===== config.mk =====
export PLATFORM = sky130hd
export DESIGN_NAME = rega_timer_ctrl
export DESIGN_NICKNAME = d
export VERILOG_FILES = /design/src/rtl/rega_timer_pkg.sv /design/src/rtl/bcd_digit_down.sv /design/src/rtl/rega_timer_ctrl.sv
export SDC_FILE = /design/constraint.sdc
export NUM_CORES = 1
export LEC_CHECK = 0
export CORE_MARGIN = 2
export CORE_UTILIZATION = 40
export CTS_BUF_LIST = sky130_fd_sc_hd__clkbuf_4 sky130_fd_sc_hd__clkbuf_8
export CTS_CLUSTER_DIAMETER = 100
export DETAILED_ROUTE_END_ITERATION = 12
export PLACE_DENSITY = 0.7
export RECOVER_POWER = 50
export REMOVE_ABC_BUFFERS = 1
export SLEW_MARGIN = 20
export SYNTH_ARGS = -nofsm -noshare
export SYNTH_HDL_FRONTEND = slang
export SYNTH_HIERARCHICAL = 1
export SYNTH_SLANG_ARGS = --single-unit

===== constraint.sdc =====
create_clock -name clk -period 5.2 [get_ports clk]
set_input_delay 0.78 -clock clk [delete_from_list [all_inputs] [get_ports clk]]
set_output_delay 0.78 -clock clk [all_outputs]
set_load 0.1 [all_outputs]

===== src/rtl/rega_timer_pkg.sv =====
// Shared constants for the irrigation timer controller: FSM state encodings,
// BCD digit maxima and the preset validity check.
package rega_timer_pkg;

  localparam logic [2:0] IDLE   = 3'd0;
  localparam logic [2:0] LOAD   = 3'd1;
  localparam logic [2:0] RUN    = 3'd2;
  localparam logic [2:0] PAUSED = 3'd3;
  localparam logic [2:0] DONE   = 3'd4;

  localparam logic [3:0] US_MAX = 4'd9;
  localparam logic [3:0] DS_MAX = 4'd5;
  localparam logic [3:0] UM_MAX = 4'd9;
  localparam logic [3:0] DM_MAX = 4'd9;

  function automatic logic preset_valid(input logic [3:0] us, input logic [3:0] ds,
                                        input logic [3:0] um, input logic [3:0] dm);
    return (us <= US_MAX) && (ds <= DS_MAX) && (um <= UM_MAX) && (dm <= DM_MAX);
  endfunction

endpackage


===== src/rtl/bcd_digit_down.sv =====
// One BCD down-counting digit. Decrements on en, reloads wrap when leaving 0,
// and raises borrow so the next more-significant digit decrements too.
module bcd_digit_down (
  input  logic       clk,
  input  logic       rst,
  input  logic       clear,
  input  logic       load,
  input  logic       en,
  input  logic [3:0] load_val,
  input  logic [3:0] wrap,
  output logic [3:0] q,
  output logic       borrow
);

  // NOTE: state is updated with <= so every digit samples the pre-edge chain values.
  always_ff @(posedge clk) begin
    if (rst || clear) begin
      q <= 4'd0;
    end else if (load) begin
      q <= load_val;
    end else if (en) begin
      q <= (q == 4'd0) ? wrap : q - 4'd1;
    end
  end

  assign borrow = en && (q == 4'd0);

endmodule


===== src/rtl/rega_timer_ctrl.sv =====
// Irrigation countdown sequencer: validates and loads a BCD MM:SS preset,
// counts it down on the 1 Hz tick and drives the valve while time remains.
module rega_timer_ctrl
  import rega_timer_pkg::*;
(
  input  logic       clk,
  input  logic       rst,
  input  logic       tick,
  input  logic       start,
  input  logic       pause,
  input  logic       abort,
  input  logic [3:0] PresetUS,
  input  logic [3:0] PresetDS,
  input  logic [3:0] PresetUM,
  input  logic [3:0] PresetDM,
  output logic       init,
  output logic [3:0] CUS,
  output logic [3:0] CDS,
  output logic [3:0] CUM,
  output logic [3:0] CDM,
  output logic       valve,
  output logic       busy,
  output logic       done,
  output logic       err,
  output logic [2:0] state
);

  logic [2:0] state_d;
  logic       preset_ok, preset_zero, last_second;
  logic       cancel, load_digits, dec;
  logic       us_borrow, ds_borrow, um_borrow, dm_borrow;

  assign preset_ok   = preset_valid(PresetUS, PresetDS, PresetUM, PresetDM);
  assign preset_zero = ({PresetDM, PresetUM, PresetDS, PresetUS} == 16'h0000);
  assign last_second = ({CDM, CUM, CDS, CUS} == 16'h0001);

  assign cancel      = abort && (state != IDLE);
  assign load_digits = (state == LOAD) && !abort;
  // pause outranks tick, so a tick in the cycle pause rises is dropped
  assign dec         = (state == RUN) && tick && !pause && !abort;

  always_comb begin
    // NOTE: default assignment first so no path leaves state_d unassigned (no latch).
    state_d = state;
    case (state)
      IDLE:    if (start && preset_ok) state_d = LOAD;
      LOAD:    state_d = preset_zero ? DONE : RUN;
      RUN: begin
        if (pause) begin
          state_d = PAUSED;
        end else if (tick && (last_second || dm_borrow)) begin
          // dm_borrow only fires from 00:00, which RUN never holds; stop rather than wrap
          state_d = DONE;
        end
      end
      PAUSED:  if (!pause) state_d = RUN;
      DONE:    state_d = IDLE;
      default: state_d = IDLE;
    endcase
    if (cancel) state_d = IDLE;
  end

  always_ff @(posedge clk) begin
    if (rst) begin
      state <= IDLE;
      err   <= 1'b0;
    end else begin
      state <= state_d;
      if (state == IDLE && start) err <= !preset_ok;
    end
  end

  bcd_digit_down u_us (
    .clk(clk), .rst(rst), .clear(cancel), .load(load_digits), .en(dec),
    .load_val(PresetUS), .wrap(US_MAX), .q(CUS), .borrow(us_borrow)
  );
  bcd_digit_down u_ds (
    .clk(clk), .rst(rst), .clear(cancel), .load(load_digits), .en(us_borrow),
    .load_val(PresetDS), .wrap(DS_MAX), .q(CDS), .borrow(ds_borrow)
  );
  bcd_digit_down u_um (
    .clk(clk), .rst(rst), .clear(cancel), .load(load_digits), .en(ds_borrow),
    .load_val(PresetUM), .wrap(UM_MAX), .q(CUM), .borrow(um_borrow)
  );
  bcd_digit_down u_dm (
    .clk(clk), .rst(rst), .clear(cancel), .load(load_digits), .en(um_borrow),
    .load_val(PresetDM), .wrap(DM_MAX), .q(CDM), .borrow(dm_borrow)
  );

  assign init  = (state == LOAD);
  assign valve = (state == RUN) || (state == PAUSED);
  assign busy  = (state != IDLE);
  assign done  = (state == DONE);

endmodule


==> impl_metrics.env, run 1 <==
export IMPL_outcome="complete, no violations"
export IMPL_p_seq_frac=0.412
export IMPL_timing_rr_end="state[0]"
export IMPL_grt_max_degree=37
export IMPL_nets=282
export IMPL_finalSetupViolations=0
export IMPL_yosys_warnings=6
export IMPL_startpoint="pause"
export IMPL_dp_hpwl_um=3060
export IMPL_synth_most_common_cell="inv_1"
export IMPL_rr_worst_depth=16
export IMPL_numPlacedInstances=299
export IMPL_die_area_um2=4360
export IMPL_yosys_mux_area_fraction=0.0260
export IMPL_max_clock_freq_mhz=224
export IMPL_critical_path_max_stage_delay_ps=600
export IMPL_arrival_ps=4670
export IMPL_num_antenna_cells=0
export IMPL_first_iter_violations=126
export IMPL_rows=22
export IMPL_ys_async_sr_fraction=0
export IMPL_yosys_area_share_simple=0.301
export IMPL_vias=1659
export IMPL_antenna_found_initial=0
export IMPL_power_density_nw_per_um2=175
export IMPL_r2r_start="state[1]"
export IMPL_rsz0062_at_grt="no"
export IMPL_ir_worst_vdd_mv=0.190
export IMPL_drc_errors=0
export IMPL_clock_power_share=0.416
export IMPL_worstSetupEndpointType="register"
export IMPL_synth_avg_cell_area_um2=8.02
export IMPL_wl_um=4200
export IMPL_clock_sinks=20
export IMPL_grt_pass1_vias=1454
export IMPL_yosysTopAreaCell="dfxtp_1"
export IMPL_relSlewSlack=0.344
export IMPL_clk_latency_ps=260
export IMPL_final_layout_size_suffix_gt1_frac=0.114
export IMPL_synth_area_um2=1540
export IMPL_pwr_share_comb=0.172
export IMPL_internal_power_mw=0.285
export IMPL_synth_cell_types=42
export IMPL_cp_required_ps=5400
export IMPL_crit_path_max_fanout=6
export IMPL_crit_type="primary input to register"
export IMPL_cts_resized=0
export IMPL_fin_tns_setup_ps=0
export IMPL_ant_nets=0
export IMPL_cts_max_level=1
export IMPL_grt_pass1_wl_um=6730
export IMPL_viasPerCell=5.48
export IMPL_path_buf_inv=4
export IMPL_overflow=0
export IMPL_r2r_setup_slack_ps=1270
export IMPL_initial_utilization=0.418
export IMPL_wl_per_cell_um=13.9
export IMPL_cts_root_buffer="clkbuf_8"
export IMPL_cpMaxStageDelayCell="or4b_1"
export IMPL_io_pins=46
export IMPL_synth_edff_count=0
export IMPL_maxCapViolations=0
export IMPL_slew_violations=0
export IMPL_firstDrtPassIters=4
export IMPL_path_cells="clkdlybuf4s50_1 -> or4b_1 -> nor3b_1 -> clkbuf_1 -> nand2_1 -> nor3_1 -> nand2_1 -> nor3_1 -> buf_4 -> nand2_1 -> nor3_1 -> buf_4 -> nand2_1 -> nor3_1 -> nor2_4 -> a211o_1 -> a21oi_2"
export IMPL_synth_seq_cells=20
export IMPL_syn_to_final_growth_pct=41.8
export IMPL_synth_fa_ha_area_frac=0.0325
export IMPL_synth_top_area_frac=0.260
export IMPL_tightestPinTransition_ps=981
export IMPL_cts_tree="built"
export IMPL_ctsHoldBuffers=0
export IMPL_hold_path_class="register to register"
export IMPL_fin_crit_sh=0.858
export IMPL_synth_top_family_by_area="simple AND/OR/NAND/NOR gates"
export IMPL_synth_top_flop_cell="dfxtp_1"
export IMPL_p_leak_nw=0.828
export IMPL_place_congestion=0.862
export IMPL_die_h_um=66.1
export IMPL_worst_path_stages=17
export IMPL_hold_viol=0
export IMPL_fillCellCount=348
export IMPL_grt_usage=0.200
export IMPL_synthTopCellsByArea="dfxtp_1, a2111oi_0, inv_1"
export IMPL_fin_cells=303
export IMPL_post_cts_buffers=0
export IMPL_start_kind="primary input"
export IMPL_synth_common_cells="inv_1, dfxtp_1, nor3_1"
export IMPL_fin_crit_ps=4460
export IMPL_clk_pin_slew_ps=80
export IMPL_swShare=0.256
export IMPL_seq_area_frac_synth=0.260
export IMPL_portBuffers=45
export IMPL_core_area_um2=3690
export IMPL_p_sw_mw=0.0977
export IMPL_synth_compound_area_frac=0.300
export IMPL_finalClockSkew_ps=1.36
export IMPL_clk_path_buf_depth=2
export IMPL_endpoint="state[0]"
export IMPL_crit_family="simple AND/OR/NAND/NOR gates"
export IMPL_synth_cells=192
export IMPL_synth_xor_area_frac=0
export IMPL_cts_buffers=3
export IMPL_die_w_um=66.1
[worst min-delay path by stage]
stage	startpoint	end	slack [ps]	cells after the start
5_1_grt	err	err	570	2
3_3_place_gp	err	err	510	2
6_report	err	err	520	2
4_1_cts	err	err	530	2
2_1_floorplan	rst	u_dm/q[0]	840	1
3_5_place_dp	err	err	510	2
[per-layer routing]
layer	track usage	vias up	routed length (µm)	part of all wire
met5	0	-	0	0
met4	0.0459	0	42	0.010
met3	0.0443	4	204	0.049
met2	0.321	47	1890	0.45
met1	0.273	749	2070	0.49
li1	-	859	-	-
[cell type report]
cell class,count,area (µm²),area share
Multi-Input combinational cell,155,1070,0.492
Timing Repair Buffer,49,477,0.218
Sequential cell,20,400,0.183
Inverter,27,101,0.0464
Tap cell,48,60.1,0.0275
Clock buffer,3,41.3,0.0189
Clock inverter,1,30.0,0.0137
[worst register-to-register path: cells and delay by family, from the launching register on]
| family | cells | cell delay [ps] |
|---|---|---|
| flops | 1 | 450 |
| simple gates | 11 | 2450 |
| compound gates | 2 | 390 |
| buf+inv | 3 | 570 |
[kinds of logic after synthesis]
group,count (synthesis)
AO/OA/AOI/OAI,59
adder cells (fa/ha/maj),4
buffers and inverters,31
flip-flops,20
multiplexers,4
other,2
AND/OR/NAND/NOR,72
[registers in the layout, indices dropped and copies added (netlist names)]
| register | count |
|---|---|
| u_um/q | 4 |
| u_dm/q | 4 |
| err | 1 |
| u_us/q | 4 |
| state | 3 |
| u_ds/q | 4 |
[power groups by stage]
stage | sequential, mW | combinational, mW | clock (mW)
final | 0.158 | 0.0657 | 0.159
after global routing | 0.158 | 0.0704 | 0.168
after CTS | 0.158 | 0.0663 | 0.163
after detailed placement | 0.161 | 0.0661 | 0
after global placement | 0.161 | 0.0657 | 0
after floorplan | 0.175 | 0.0212 | 0
[layout by cell type, fill, tap and decap left out, types with 2 or more instances in the layout]
cell / netlist / routed
o31ai_1: 4 / 4
nand2_1: 8 / 8
nor2b_1: 2 / 2
clkbuf_8: 0 / 3
o311a_2: 4 / 4
o21ai_0: 7 / 7
ha_1: 4 / 4
a211oi_1: 4 / 4
a211o_1: 5 / 5
conb_1: 2 / 16
nor3_1: 18 / 18
inv_1: 26 / 26
clkdlybuf4s50_1: 0 / 26
nor2_1: 10 / 9
a2111oi_0: 12 / 12
nor3b_2: 4 / 4
nor4_1: 7 / 7
nor3b_1: 2 / 2
buf_4: 0 / 3
a221oi_1: 4 / 4
nand3_1: 5 / 5
a211oi_2: 4 / 4
a21oi_1: 10 / 10
nor4b_1: 4 / 4
mux2i_1: 4 / 4
dfxtp_1: 20 / 20
dlygate4sd3_1: 0 / 19
[metrics by stage]
stage | hold slack [ps] | total power, mW | worst slack (ps) | utilization | instance area, µm²
5_1_grt | 569 | 0.396 | 392 | 0.592 | 2180
3_5_place_dp | 514 | 0.227 | 713 | 0.575 | 2120
2_1_floorplan | 845 | 0.196 | 607 | - | 1580
3_3_place_gp | 510 | 0.227 | 791 | 0.575 | 2120
6_report | 524 | 0.382 | 737 | 0.592 | 2180
4_1_cts | 532 | 0.387 | 944 | 0.594 | 2190
Power figures use the tool's default switching activity.
==> run 2, diff against run 1 <==
--- a/config.mk
+++ b/config.mk
@@ -5,6 +5,7 @@
 export SDC_FILE = /design/constraint.sdc
 export NUM_CORES = 1
 export LEC_CHECK = 0
+export ABC_CLOCK_PERIOD_IN_PS = 5200
 export CORE_MARGIN = 2
 export CORE_UTILIZATION = 40
 export CTS_BUF_LIST = sky130_fd_sc_hd__clkbuf_4 sky130_fd_sc_hd__clkbuf_8
==> results of run 2 <==
The final DEF is identical to that of run 1; final timing and power are the same.
==> run 3, diff against run 2 <==
--- a/config.mk
+++ b/config.mk
@@ -9,11 +9,11 @@
 export CORE_MARGIN = 2
 export CORE_UTILIZATION = 40
 export CTS_BUF_LIST = sky130_fd_sc_hd__clkbuf_4 sky130_fd_sc_hd__clkbuf_8
-export CTS_CLUSTER_DIAMETER = 100
 export DETAILED_ROUTE_END_ITERATION = 12
 export PLACE_DENSITY = 0.7
 export RECOVER_POWER = 50
 export REMOVE_ABC_BUFFERS = 1
+export SKIP_CTS_REPAIR_TIMING = 1
 export SLEW_MARGIN = 20
 export SYNTH_ARGS = -nofsm -noshare
 export SYNTH_HDL_FRONTEND = slang
==> results of run 3 <==
The final DEF is identical to that of run 1; final timing and power are the same.
